**src/rtl/ps2_host_tx.sv**
```systemverilog
// PS/2 host-to-device transmitter: request-to-send, 11-clock frame, device ACK.
// The PS2Clk/PS2Data pins are driven open-drain through pull-low enables.
`timescale 1ns/1ps
module ps2_host_tx #(
  parameter int INHIBIT_CYCLES = 10000,
  parameter int REQ_CYCLES     = 200,
  parameter int FILTER_LEN     = 8,
  parameter int TIMEOUT_CYCLES = 2000000
) (
  input  logic       clk,
  input  logic       rst,
  input  logic [7:0] tx_data,
  input  logic       tx_valid,
  output logic       tx_ready,
  output logic       busy,
  output logic       tx_done,
  output logic       tx_error,
  input  logic       ps2_clk_in,
  input  logic       ps2_data_in,
  output logic       ps2_clk_low,
  output logic       ps2_data_low
);

  localparam int PH_MAX = (INHIBIT_CYCLES > REQ_CYCLES) ? INHIBIT_CYCLES : REQ_CYCLES;
  localparam int PW     = $clog2(PH_MAX + 1);
  localparam int TW     = $clog2(TIMEOUT_CYCLES + 1);
  localparam int FW     = $clog2(FILTER_LEN + 1);

  typedef enum logic [2:0] {
    S_IDLE,
    S_INHIBIT,
    S_REQ,
    S_SHIFT,
    S_WAIT_IDLE
  } state_t;

  // Returns {new_level, new_count}; the level only follows the sample after
  // FILTER_LEN consecutive disagreeing samples.
  function automatic logic [FW:0] filt_step(input logic smp, input logic cur,
                                            input logic [FW-1:0] cnt);
    if (smp == cur)
      filt_step = {cur, {FW{1'b0}}};
    else if (cnt == FW'(FILTER_LEN - 1))
      filt_step = {smp, {FW{1'b0}}};
    else
      filt_step = {cur, cnt + 1'b1};
  endfunction

  logic          clk_p0, clk_p1, data_p0, data_p1;
  logic          clk_filt, data_filt, clk_fall;
  logic [FW-1:0] clk_fcnt, data_fcnt;
  logic [FW:0]   clk_step, data_step;

  state_t        state, state_n;
  logic [PW-1:0] ph_cnt, ph_cnt_n;
  logic [TW-1:0] tmo_cnt, tmo_cnt_n;
  logic [3:0]    bit_k, bit_k_n;
  logic          drive_q, drive_n;
  logic          ack_q, ack_n;
  logic          done_q, done_n, err_q, err_n;
  logic          accept, tmo_hit;
  logic [7:0]    data_q;
  logic          par_q;

  assign clk_step  = filt_step(clk_p1, clk_filt, clk_fcnt);
  assign data_step = filt_step(data_p1, data_filt, data_fcnt);

  // Stage p0/p1: two-flop synchronizers, then glitch filters and fall detect
  always_ff @(posedge clk or negedge rst) begin
    if (!rst) begin
      clk_p0    <= 1'b1;
      clk_p1    <= 1'b1;
      data_p0   <= 1'b1;
      data_p1   <= 1'b1;
      clk_filt  <= 1'b1;
      data_filt <= 1'b1;
      clk_fcnt  <= '0;
      data_fcnt <= '0;
      clk_fall  <= 1'b0;
    end else begin
      clk_p0    <= ps2_clk_in;
      clk_p1    <= clk_p0;
      data_p0   <= ps2_data_in;
      data_p1   <= data_p0;
      {clk_filt, clk_fcnt}   <= clk_step;
      {data_filt, data_fcnt} <= data_step;
      clk_fall  <= clk_filt & ~clk_step[FW];
    end
  end

  always_ff @(posedge clk or negedge rst) begin
    if (!rst) begin
      state   <= S_IDLE;
      ph_cnt  <= '0;
      tmo_cnt <= '0;
      bit_k   <= '0;
      drive_q <= 1'b0;
      ack_q   <= 1'b1;
      done_q  <= 1'b0;
      err_q   <= 1'b0;
    end else begin
      state   <= state_n;
      ph_cnt  <= ph_cnt_n;
      tmo_cnt <= tmo_cnt_n;
      bit_k   <= bit_k_n;
      drive_q <= drive_n;
      ack_q   <= ack_n;
      done_q  <= done_n;
      err_q   <= err_n;
    end
  end

  always_ff @(posedge clk) begin
    if (accept) begin
      data_q <= tx_data;
      par_q  <= ~^tx_data;
    end
  end

  assign tmo_hit = (state == S_SHIFT) && (tmo_cnt == TW'(TIMEOUT_CYCLES));

  always_comb begin
    state_n   = state;
    ph_cnt_n  = ph_cnt;
    tmo_cnt_n = tmo_cnt;
    bit_k_n   = bit_k;
    drive_n   = drive_q;
    ack_n     = ack_q;
    done_n    = 1'b0;
    err_n     = 1'b0;
    accept    = 1'b0;
    case (state)
      S_IDLE: begin
        if (tx_valid) begin
          accept   = 1'b1;
          ph_cnt_n = '0;
          state_n  = S_INHIBIT;
        end
      end
      S_INHIBIT: begin
        if (ph_cnt == PW'(INHIBIT_CYCLES - 1)) begin
          ph_cnt_n = '0;
          state_n  = S_REQ;
        end else begin
          ph_cnt_n = ph_cnt + 1'b1;
        end
      end
      S_REQ: begin
        if (ph_cnt == PW'(REQ_CYCLES - 1)) begin
          tmo_cnt_n = '0;
          bit_k_n   = '0;
          drive_n   = 1'b1;
          state_n   = S_SHIFT;
        end else begin
          ph_cnt_n = ph_cnt + 1'b1;
        end
      end
      S_SHIFT: begin
        if (tmo_hit) begin
          drive_n = 1'b0;
          err_n   = 1'b1;
          state_n = S_IDLE;
        end else begin
          tmo_cnt_n = tmo_cnt + 1'b1;
          if (clk_fall) begin
            bit_k_n = bit_k + 4'd1;
            if (bit_k < 4'd8) begin
              drive_n = ~data_q[bit_k[2:0]];
            end else if (bit_k == 4'd8) begin
              drive_n = ~par_q;
            end else if (bit_k == 4'd9) begin
              drive_n = 1'b0;
            end else begin
              // Eleventh edge: the device holds data low here to acknowledge
              ack_n   = data_filt;
              drive_n = 1'b0;
              state_n = S_WAIT_IDLE;
            end
          end
        end
      end
      S_WAIT_IDLE: begin
        if (clk_filt && data_filt) begin
          done_n  = ~ack_q;
          err_n   = ack_q;
          state_n = S_IDLE;
        end
      end
      default: state_n = S_IDLE;
    endcase
  end

  assign tx_ready     = (state == S_IDLE);
  assign busy         = (state != S_IDLE);
  assign tx_done      = done_q;
  assign tx_error     = err_q;
  assign ps2_clk_low  = (state == S_INHIBIT) || (state == S_REQ);
  assign ps2_data_low = (state == S_REQ) || ((state == S_SHIFT) && drive_q && !tmo_hit);

endmodule

```
**config.mk**
```make
export PLATFORM = sky130hd
export DESIGN_NAME = ps2_host_tx
export DESIGN_NICKNAME = d
export VERILOG_FILES = /design/src/rtl/ps2_host_tx.sv
export SDC_FILE = /design/constraint.sdc
export NUM_CORES = 1
export LEC_CHECK = 0
export BUFFER_PORTS_ARGS = -buffer_cell sky130_fd_sc_hd__buf_2
export CAP_MARGIN = 10
export CORE_MARGIN = 10
export CORE_UTILIZATION = 50
export CTS_CLUSTER_SIZE = 30
export DETAILED_ROUTE_END_ITERATION = 16
export PLACE_DENSITY = 0.67
export SLEW_MARGIN = 40
export SYNTH_ARGS = -nofsm -noshare
export SYNTH_HDL_FRONTEND = slang
export SYNTH_SLANG_ARGS = --single-unit
```
**constraint.sdc**
```tcl
create_clock -name clk -period 2.3 [get_ports clk]
set_input_delay 0.46 -clock clk [delete_from_list [all_inputs] [get_ports clk]]
set_output_delay 0.46 -clock clk [all_outputs]
set_load 0.01 [all_outputs]
```
## Word-level counts from Yosys, hierarchy flattened

Index checks and enable logic that the tools add are counted.

- Memory bits (writable): 0
- Output and inout bits: 6
- Latch bits: 0
- Memory bits (read-only): 0
- Register bits: 70
- Memories kept: 0

- Divide/modulo/power cells: 0
- Multiply operators: 0
- Shifts and indexed selects: 0
- Add/subtract/negate cells: 5
- Magnitude comparators: 2
- Equality and inequality tests: 24
- Muxes and demuxes: 40
- Reductions and logical operators: 19
- Bitwise operators: 10

Operators by type and width:

| cell | number |
|---|---|
| $mux 14 | 3 |
| $mux 21 | 2 |
| $pmux 14 s3 | 1 |
| $pmux 21 s2 | 1 |
| $mux 3 | 9 |
| $add 21x1->21 const B | 1 |
| $eq 21x21->1 const B | 1 |
| $mux 4 | 5 |
| $pmux 3 s5 | 1 |
| $add 14x1->14 const B | 1 |
| $eq 14x14->1 const B | 1 |
| $eq 14x8->1 const B | 1 |
| $ne 2x2->1 const B | 7 |
| $add 4x1->4 const B | 3 |
| $mux 1 | 12 |
| $ne 3x3->1 const B | 4 |
| $mux 5 | 2 |
| $not 1->1 | 9 |
| $reduce_and 3->1 | 3 |
| $eq 4x3->1 const B | 2 |
| $eq 4x4->1 const B | 2 |
| $pmux 4 s2 | 1 |
| $reduce_and 8->1 | 1 |
| $reduce_xnor 8->1 | 1 |
| 18 further kinds | 26 |

## Depth between registers and ports, before layout

Gate-level depths: netlist of the first run.

- Word-level depth: 7
- Mapped depth: 8
- Gate-level depth less buffers: 7

## Worst setup path before layout of the first run

No wires, ideal clock.

- Path kind: register -> register
- From: reg ph_cnt[0]
- To: reg ph_cnt[10]
- Stages on the path, launching flop included: 8
- Data required time: 2.196 ns
- Arrival time: 1.873 ns
- Slack: 0.323 ns
- Path through: dfrtp_1 > ha_1 > and4_1 > nand4_1 > nand3_2 > or3_1 > buf_2 > o311ai_1

- Longest elaborated chain between the ends: 3
- Elaborated cells between the ends (all ways): 8
- Classes of those cells: add/sub: 1; eq/ne: 3; mux: 3; reduce/logical: 1

Ends and longest elaborated chain:

| what | line | RTL |
|---|---|---|
| start, declared | 55 | `logic [PW-1:0] ph_cnt, ph_cnt_n;` |
| start signal, assigned | 103 | `ph_cnt <= ph_cnt_n;` |
| $add 14x1->14, or another cell as far along | 145, 155 |  |
| $mux 14, or another cell as far along | 149 | `if (ph_cnt == PW'(REQ_CYCLES - 1)) begin` |
| $pmux 14 s3 / $reduce_and 3->1 (equally long branches) | - |  |

Parallel ways exist; a longest one is shown, timed or not. The select of a mux whose other input is x is not followed.
A chain may end at the register's enable or synchronous reset.

## Worst setup path in the final report of the first run

- From: reg tmo_cnt[1]
- To: out ps2_data_low

- Longest elaborated chain between the ends: 5

Ends and longest elaborated chain:

| what | line | RTL |
|---|---|---|
| start, declared | 56 | `logic [TW-1:0] tmo_cnt, tmo_cnt_n;` |
| start signal, assigned | 104 | `tmo_cnt <= tmo_cnt_n;` |
| $eq 21x21->1 | 120 | `assign tmo_hit = (state == S_SHIFT) && (tmo_cnt == TW'(TIMEOUT_CYCLES));` |
| $logic_and 1x1->1 | 120 |  |
| $logic_not 1->1 | 198 | `assign ps2_data_low = (state == S_REQ) \|\| ((state == S_SHIFT) && drive_q && !tmo_hit);` |
| $logic_and 1x1->1 | 198 |  |
| $logic_or 1x1->1 | 198 |  |
| end, declared | 21 | `output logic ps2_data_low` |

Every way passes these cells.

==> impl_metrics.sql, run 1 <==
INSERT INTO impl_metrics (metric_group, metric, value, unit) VALUES
('timing', 'timing.final.crit_period', '2240', 'ps'),
('floorplan', 'core_region_area', '6870', 'sq um'),
('critical_path', 'setup.worst_path.start_class', 'register', ''),
('clock_tree', 'postCtsHoldBufs', '0', ''),
('synthesis', 'synth.yosys.warnings', '0', ''),
('synthesis', 'yosysUniqueCellTypes', '51', ''),
('cells_and_area', 'num_antenna_cells', '0', ''),
('synthesis', 'synth.most_common_cell', 'dfrtp_1', ''),
('critical_path', 'critical_path.endpoint_type', 'output port', ''),
('placed_design', 'routabilityCongestion', '0.875', ''),
('drt', 'first_pass_iters', '4', ''),
('placed_design', 'sum_of_net_half_perimeters_after_detailed_placement', '5.14', 'mm'),
('critical_path', 'timing.critical_path.fanout_max', '5', ''),
('synthesis', 'synthesis.nets', '381', ''),
('power', 'p_seq_frac', '0.575', ''),
('power', 'power_density', '587', 'nW/um^2'),
('timing', 'timing.final.hold_violations', '0', ''),
('clock_tree', 'root_buffer', 'clkbuf_8', ''),
('synthesis', 'synthesis.instances', '360', ''),
('drt', 'ant_nets', '0', ''),
('power', 'p_comb_frac', '0.074', ''),
('drt', 'avgRoutedWirePerCell', '15.0', 'microns'),
('critical_path', 'critical_path_arrival', '1780', 'ps'),
('drt', 'detailroute.via_count', '2794', ''),
('power', 'total_switching_power', '590', 'uW'),
('timing', 'slew_viol_final', '0', ''),
('timing', 'post-route-period-util', '0.975', ''),
('global_route', 'grt_pass1_wl', '12.5', 'mm'),
('critical_path', 'slowest_stage', 'dfrtp_1', ''),
('cells_and_area', 'layout-area-overhead-vs-synth', '13.8', '%'),
('cells_and_area', 'final_layout_size_suffix_gt1_frac', '0.195', ''),
('min_path', 'min_path_type', 'input pin to asynchronous set/reset pin', ''),
('cells_and_area', 'fillerInstances', '599', ''),
('timing', 'clock.fmax', '446', 'MHz'),
('floorplan', 'starting_density', '0.523', ''),
('timing', 'setup-tns-final', '0', 'ps'),
('synthesis', 'ys_async_sr_fraction', '0.871', ''),
('floorplan', 'die_area', '11000', 'sq um'),
('run_status', 'run_status', 'complete, no violations', ''),
('placed_design', 'numPortBuffers', '18', ''),
('power', 'ir_drop', '0.000422', 'V'),
('synthesis', 'ys_seq_area_frac', '0.503', ''),
('clock_tree', 'cts.htree.levels', '3', ''),
('critical_path', 'cp_peak_stage_delay', '400', 'ps'),
('floorplan', 'floorplan.io_pins', '19', ''),
('power', 'power.clock.fraction', '0.351', ''),
('synthesis', 'synth_top_cell_area_share', '0.376', ''),
('critical_path', 'critPathKind', 'register to output port', ''),
('floorplan', 'die_y', '105', 'microns'),
('synthesis', 'synth.avg_cell_area', '9.97', 'sq um'),
('power', 'power.switching_fraction', '0.246', ''),
('cells_and_area', 'fin_nets', '415', ''),
('floorplan', 'die_width', '105', 'microns'),
('clock_tree', 'max-clock-path-buffers', '2', ''),
('synthesis', 'post_synth_most_frequent_cells', 'dfrtp_1 (54), nor2_1 (36), nand2_1 (31), nand3_1 (31), xnor2_1 (16)', ''),
('global_route', 'first_global_vias', '2674', ''),
('critical_path', 'crit_path_cell_trace', 'inv_2 > ha_2 > nand2_1 > or3_4 > o21ai_2 > a21oi_1 > buf_2', ''),
('synthesis', 'most_area_consuming_cells_after_synthesis', 'dfrtp_1 (38%), edfxtp_1 (7.5%), dfstp_2 (5.1%)', ''),
('synthesis', 'synth-edff-count', '9', ''),
('synthesis', 'dominant_synthesized_flop_cell', 'dfrtp_1', ''),
('clock_tree', 'clock_tree_from_tritoncts', 'done', ''),
('synthesis', 'netlist_area', '3590', 'sq um'),
('clock_tree', 'insertion_delay', '350', 'ps'),
('power', 'internal_power_component', '1810', 'uW'),
('global_route', 'grt_max_degree', '62', ''),
('global_route', 'grt_util_all_layers', '0.136', ''),
('timing', 'final_critical_path_setup_slack', '58.2', 'ps'),
('global_route', 'global_route.overflow_total', '0', ''),
('drt', 'count_of_unresolved_drc_violations_after_routing', '0', ''),
('drt', 'route.final.wire_length', '7.43', 'mm'),
('job', 'max_cap_viols', '0', '');
-- through the flow --
stage / power (uW) / cells / area, sq um / hold WS (ps)
2_1_floorplan: 1510 / 360 / 3590 / 164
3_3_place_gp: 1580 / 473 / 3850 / 346
3_5_place_dp: 1580 / 473 / 3850 / 347
4_1_cts: 2430 / 491 / 4030 / 121
5_1_grt: 2510 / 495 / 4080 / 134
6_report: 2400 / 495 / 4080 / 99.0
-- cells by family (layout without fill, tap and decap cells) --
logic type | count (synthesis) | after routing | share of synthesized area
buffers and inverters | 24 | 63 | 0.0282
xor gates and xnor gates | 26 | 26 | 0.0634
AOI/OAI and AO/OA | 48 | 48 | 0.0882
and+or+nand+nor | 176 | 176 | 0.259
DFF | 70 | 70 | 0.503
adders and majority gates | 8 | 8 | 0.0279
muxes | 8 | 8 | 0.0303
-- metal layers --
| layer | wire length, microns | track usage | up-vias | share of wire |
|---|---|---|---|---|
| met1 | 3360 | 0.168 | 1366 | 0.45 |
| met4 | 119 | 0.0549 | 0 | 0.016 |
| li1 | - | - | 1372 | - |
| met3 | 247 | 0.0332 | 11 | 0.033 |
| met2 | 3700 | 0.223 | 45 | 0.50 |
| met5 | 0 | 0 | - | 0 |
-- registers in the layout (all words and copies together), names as in the netlist, 3 cells and up --
signal	cells
bit_k	4
clk_fcnt	4
data_fcnt	4
data_q	8
ph_cnt	14
state	3
tmo_cnt	21
-- critical path: cells and delay by family, from the launching register on --
family,cells,cell delay [ps]
AO/OA/AOI/OAI,2,200
AND/OR/NAND/NOR,2,450
buffers and inverters,2,230
flip-flops,1,400
adder cells (fa/ha/maj),1,160
-- layout make-up --
| type | instances | area (sq um) | area share |
|---|---|---|---|
| inverter | 11 | 41.3 | 0.0101 |
| multi-input combinational | 266 | 1720 | 0.421 |
| sequential | 70 | 1810 | 0.443 |
| timing repair buffer | 36 | 238 | 0.0582 |
| tap | 96 | 120 | 0.0294 |
| clock buffer | 12 | 135 | 0.0331 |
| clock inverter | 4 | 23.8 | 0.00582 |
-- worst paths after layout --
kind | startpoint | endpoint | slack (ps) | depth (start not counted)
max reg2reg | ph_cnt[0] | ph_cnt[10] | 200 | 6
max | tmo_cnt[1] | ps2_data_low | 60 | 7
min | rst | bit_k[1] | 100 | 2
max in group asynchronous | rst | ack_q | 1860 | 2
min reg2reg | data_p0 | data_p1 | 360 | 0
min in group clk | ps2_data_in | data_p0 | 200 | 1
-- cells in the final DEF (no fill, tap or decap), types with 6 or more instances in the layout --
| master | n |
|---|---|
| o21ai_0 | 10 |
| buf_4 | 17 |
| dfstp_2 | 7 |
| nor3_1 | 11 |
| inv_1 | 9 |
| clkbuf_8 | 9 |
| buf_2 | 18 |
| nand3_1 | 31 |
| nor2_1 | 36 |
| nor2b_1 | 6 |
| or3_1 | 10 |
| nand2_1 | 31 |
| nand4_1 | 10 |
| dfrtp_1 | 52 |
| xnor2_1 | 16 |
| a21oi_1 | 10 |
| xor2_1 | 10 |
| ha_1 | 7 |
| o311ai_1 | 9 |
| edfxtp_1 | 9 |
-- power by group through the flow --
stage / sequential (uW) / combinational, uW / clock [uW]
after floorplan: 1390 / 125 / 0
after global placement: 1400 / 178 / 0
after detailed placement: 1400 / 183 / 0
after CTS: 1380 / 183 / 871
after global routing: 1390 / 203 / 922
final: 1380 / 178 / 841
-- timing repair --
action / in CTS / in global routing
buffers inserted: 2 / 4
resized for setup: 2 / 9
gates cloned: 0 / 0
endpoints found under the setup margin: 1 / 1
pin swaps: 1 / 5
No activity file was read; power rests on OpenSTA's default activity.
==> run 2: changes to the inputs <==
Settings changed: ABC_AREA from default to 1.
Clock period 2.3 ns to 2.5 ns, I/O delays scaled along.
==> impl_metrics.sql, run 2 <==
INSERT INTO impl_metrics (metric_group, metric, value, unit) VALUES
('clock_tree', 'clkTransAtPathRegs', '80', 'ps'),
('timing', 'slew_viol_final', '0', ''),
('power', 'p_comb_frac', '0.337', ''),
('timing', 'timing.clock.skew', '14.3', 'ps'),
('global_route', 'antenna_violations_before_repair', '0', ''),
('synthesis', 'most_area_consuming_cells_after_synthesis', 'dfrtp_1 (32%), nand2_1 (11%), nor2_1 (6.8%)', ''),
('power', 'power.clock.fraction', '0.244', ''),
('cells_and_area', 'fin_nets', '585', ''),
('power', 'power.switching_fraction', '0.401', ''),
('cells_and_area', 'commonest_cells_after_routing_fill_and_taps_aside', 'nand2_1 (128), nor2_1 (76), dfrtp_1 (53)', ''),
('timing', 'post-route-period-util', '0.947', ''),
('drt', 'avgRoutedWirePerCell', '13.6', 'microns'),
('cells_and_area', 'most_common_cell_after_layout_fill_and_taps_aside', 'nand2_1', ''),
('placed_design', 'sum_of_net_half_perimeters_after_detailed_placement', '6.78', 'mm'),
('power', 'p_seq_frac', '0.419', ''),
('global_route', 'grt_util_all_layers', '0.150', ''),
('synthesis', 'netlist_area', '4200', 'sq um'),
('clock_tree', 'tritoncts.num_buffers', '9', ''),
('timing', 'hold-worst-slack', '133', 'ps'),
('synthesis', 'yosysUniqueCellTypes', '44', ''),
('drt', 'count_of_unresolved_drc_violations_after_routing', '0', ''),
('drt', 'detailroute.via_count', '3569', ''),
('global_route', 'first_global_vias', '3543', ''),
('cells_and_area', 'largest_register_ffs', '21', ''),
('floorplan', 'starting_density', '0.514', ''),
('job', 'max_cap_viols', '0', ''),
('synthesis', 'synthesis.instances', '536', ''),
('floorplan', 'die_width', '112', 'microns'),
('clock_tree', 'root_buffer', 'clkbuf_8', ''),
('critical_path', 'ff2ff_setup_slack', '620', 'ps'),
('timing', 'max-slew-margin-rel', '0.558', ''),
('global_route', 'grt_max_degree', '28', ''),
('drt', 'detail_route.vias_per_cell', '5.30', ''),
('timing', 'timing.final.hold_violations', '0', ''),
('synthesis', 'synth_top_cell_by_area', 'dfrtp_1', ''),
('power', 'ir_drop', '0.000559', 'V'),
('synthesis', 'synth-edff-count', '9', ''),
('drt', 'ant_nets', '0', ''),
('cells_and_area', 'largest_register_by_flop_count', 'tmo_cnt', ''),
('floorplan', 'floorplan.io_pins', '19', ''),
('critical_path', 'crit-reg2reg-launch', 'tmo_cnt[0]', ''),
('cells_and_area', 'final_layout_size_suffix_gt1_frac', '0.172', ''),
('synthesis', 'synth.yosys.warnings', '0', ''),
('drt', 'first_pass_iters', '5', ''),
('placed_design', 'cell_area_after_placement', '4380', 'sq um'),
('synthesis', 'ys_seq_area_frac', '0.430', ''),
('clock_tree', 'cts_sinks', '70', ''),
('min_path', 'min_path_type', 'input pin to asynchronous set/reset pin', ''),
('timing', 'finalSetupViolCount', '0', ''),
('floorplan', 'die_area', '12500', 'sq um'),
('cells_and_area', 'num_antenna_cells', '0', ''),
('synthesis', 'synth_top_cell_area_share', '0.322', ''),
('drt', 'route.final.wire_length', '9.19', 'mm'),
('clock_tree', 'max-clock-path-buffers', '2', ''),
('clock_tree', 'clock_tree_from_tritoncts', 'done', ''),
('power', 'totalPowerFinal', '3790', 'uW'),
('critical_path', 'wp_data_required', '2000', 'ps'),
('critical_path', 'critical_path_arrival', '1870', 'ps'),
('clock_tree', 'cts.htree.levels', '3', ''),
('synthesis', 'synthesis.nets', '557', ''),
('clock_tree', 'insertion_delay', '360', 'ps'),
('timing', 'timing.final.crit_period', '2370', 'ps'),
('critical_path', 'setup.worst_path.start_class', 'register', ''),
('power', 'power_density', '821', 'nW/um^2'),
('critical_path', 'critical_path.endpoint_type', 'output port', ''),
('drt', 'drt_iter0_drc', '208', ''),
('global_route', 'global_route.overflow_total', '0', ''),
('synthesis', 'ys_async_sr_fraction', '0.871', ''),
('global_route', 'grt_pass1_wl', '16.0', 'mm'),
('floorplan', 'core_region_area', '8180', 'sq um'),
('timing', 'clock.fmax', '422', 'MHz'),
('critical_path', 'timing.rr.end', 'tmo_cnt[16]', ''),
('cells_and_area', 'fin_area', '4610', 'sq um'),
('critical_path', 'timing.critical_path.fanout_max', '5', ''),
('power', 'leakage', '0.00205', 'uW'),
('timing', 'unrepaired_setup_endpoints_after_global_routing', 'no', ''),
('synthesis', 'post_synth_most_frequent_cells', 'nand2_1 (128), nor2_1 (76), dfrtp_1 (54), inv_1 (51), nand3_1 (50)', ''),
('critical_path', 'worstRegToRegCells', '8', ''),
('timing', 'tightestPinTransition', '660', 'ps'),
('cells_and_area', 'largest_registers', 'tmo_cnt: 21 flops, ph_cnt: 14 flops, data_q: 8 flops', ''),
('run_status', 'run_status', 'complete, no violations', ''),
('floorplan', 'core.rowCount', '33', ''),
('critical_path', 'critPathKind', 'register to output port', ''),
('synthesis', 'ys_seq_elements', '70', ''),
('placed_design', 'numPortBuffers', '18', ''),
('synthesis', 'synth.most_common_cell', 'nand2_1', ''),
('synthesis', 'synth.avg_cell_area', '7.83', 'sq um'),
('power', 'internal_power_component', '2270', 'uW'),
('synthesis', 'dominant_synthesized_flop_cell', 'dfrtp_1', ''),
('timing', 'setup-tns-final', '0', 'ps'),
('power', 'total_switching_power', '1520', 'uW'),
('placed_design', 'routabilityCongestion', '0.971', ''),
('cells_and_area', 'layout-area-overhead-vs-synth', '9.86', '%'),
('floorplan', 'die_y', '112', 'microns');
-- run 2: cell count changes after synthesis, sizes merged, moves of 7 or more --
cell / before / now
or3: 12 / 0
o311ai: 9 / 0
xnor2: 16 / 8
inv: 11 / 57
xor2: 10 / 17
o21ai: 15 / 41
nand2: 31 / 140
nand3: 32 / 52
nor2: 36 / 83
-- run 2: per-stage QoR --
stage	utilization	std cells	setup slack, ps
final	0.564	674	132
after global routing	0.564	674	6.57
after CTS	0.560	669	90.0
after detailed placement	0.536	653	493
after global placement	0.536	653	536
after floorplan	-	536	735
-- run 2: how the worst max path moves through the flow --
stage / start / to / slack, ps / depth (start not counted)
floorplan: tmo_cnt[0] / ps2_data_low / 730 / 8
global placement: tmo_cnt[0] / ps2_data_low / 540 / 9
detailed placement: tmo_cnt[0] / ps2_data_low / 490 / 9
CTS: tmo_cnt[0] / ps2_data_low / 90 / 9
global route: tmo_cnt[1] / ps2_data_low / 7 / 9
finish: tmo_cnt[0] / ps2_data_low / 130 / 9
-- run 2: power by group through the flow --
| stage | clock, uW | sequential, uW | combinational (uW) |
|---|---|---|---|
| final | 924 | 1590 | 1270 |
| after global routing | 1000 | 1620 | 1470 |
| after CTS | 947 | 1590 | 1220 |
| after detailed placement | 0 | 1610 | 1220 |
| after global placement | 0 | 1600 | 1190 |
| after floorplan | 0 | 1530 | 1000 |
-- run 2: cell families (layout without fill, tap and decap cells) --
kind of cell,after synthesis,after routing,synth area share
AOI/OAI and AO/OA,61,61,0.0921
xor gates and xnor gates,25,25,0.0521
adders and majority gates,8,8,0.0238
buffers and inverters,67,100,0.0727
DFF,70,70,0.430
and+or+nand+nor,305,305,0.329
-- run 2: layout make-up --
cell class | count | area [sq um]
clock buffers | 9 | 124
flip-flops and latches | 70 | 1810
clock inverters | 7 | 72.6
fillers | 775 | 3560
inverters | 58 | 228
well taps | 105 | 131
multi-input cells | 399 | 2090
repair buffers | 26 | 163
-- run 2: timing repair --
action,CTS,global route
setup buffers,0,5
hold buffers,0,0
endpoints found under the setup margin,0,1
resized for setup,0,2
-- run 2: critical path: stages, from the launching register on --
cell	delay [ps]
dfrtp_2	440
inv_1	60
ha_1	130
nand2_1	90
nor3_4	250
nand3_4	140
nand2_4	100
nand2_1	60
o21a_1	110
buf_2	140
-- run 2: routing by layer --
metal  vias to the layer above  GRT usage  share of wire
met5                         -          0              0
met4                         0     0.0754          0.023
met3                        18     0.0338          0.055
met2                        93      0.238           0.46
met1                      1661      0.187           0.46
li1                       1797          -              -
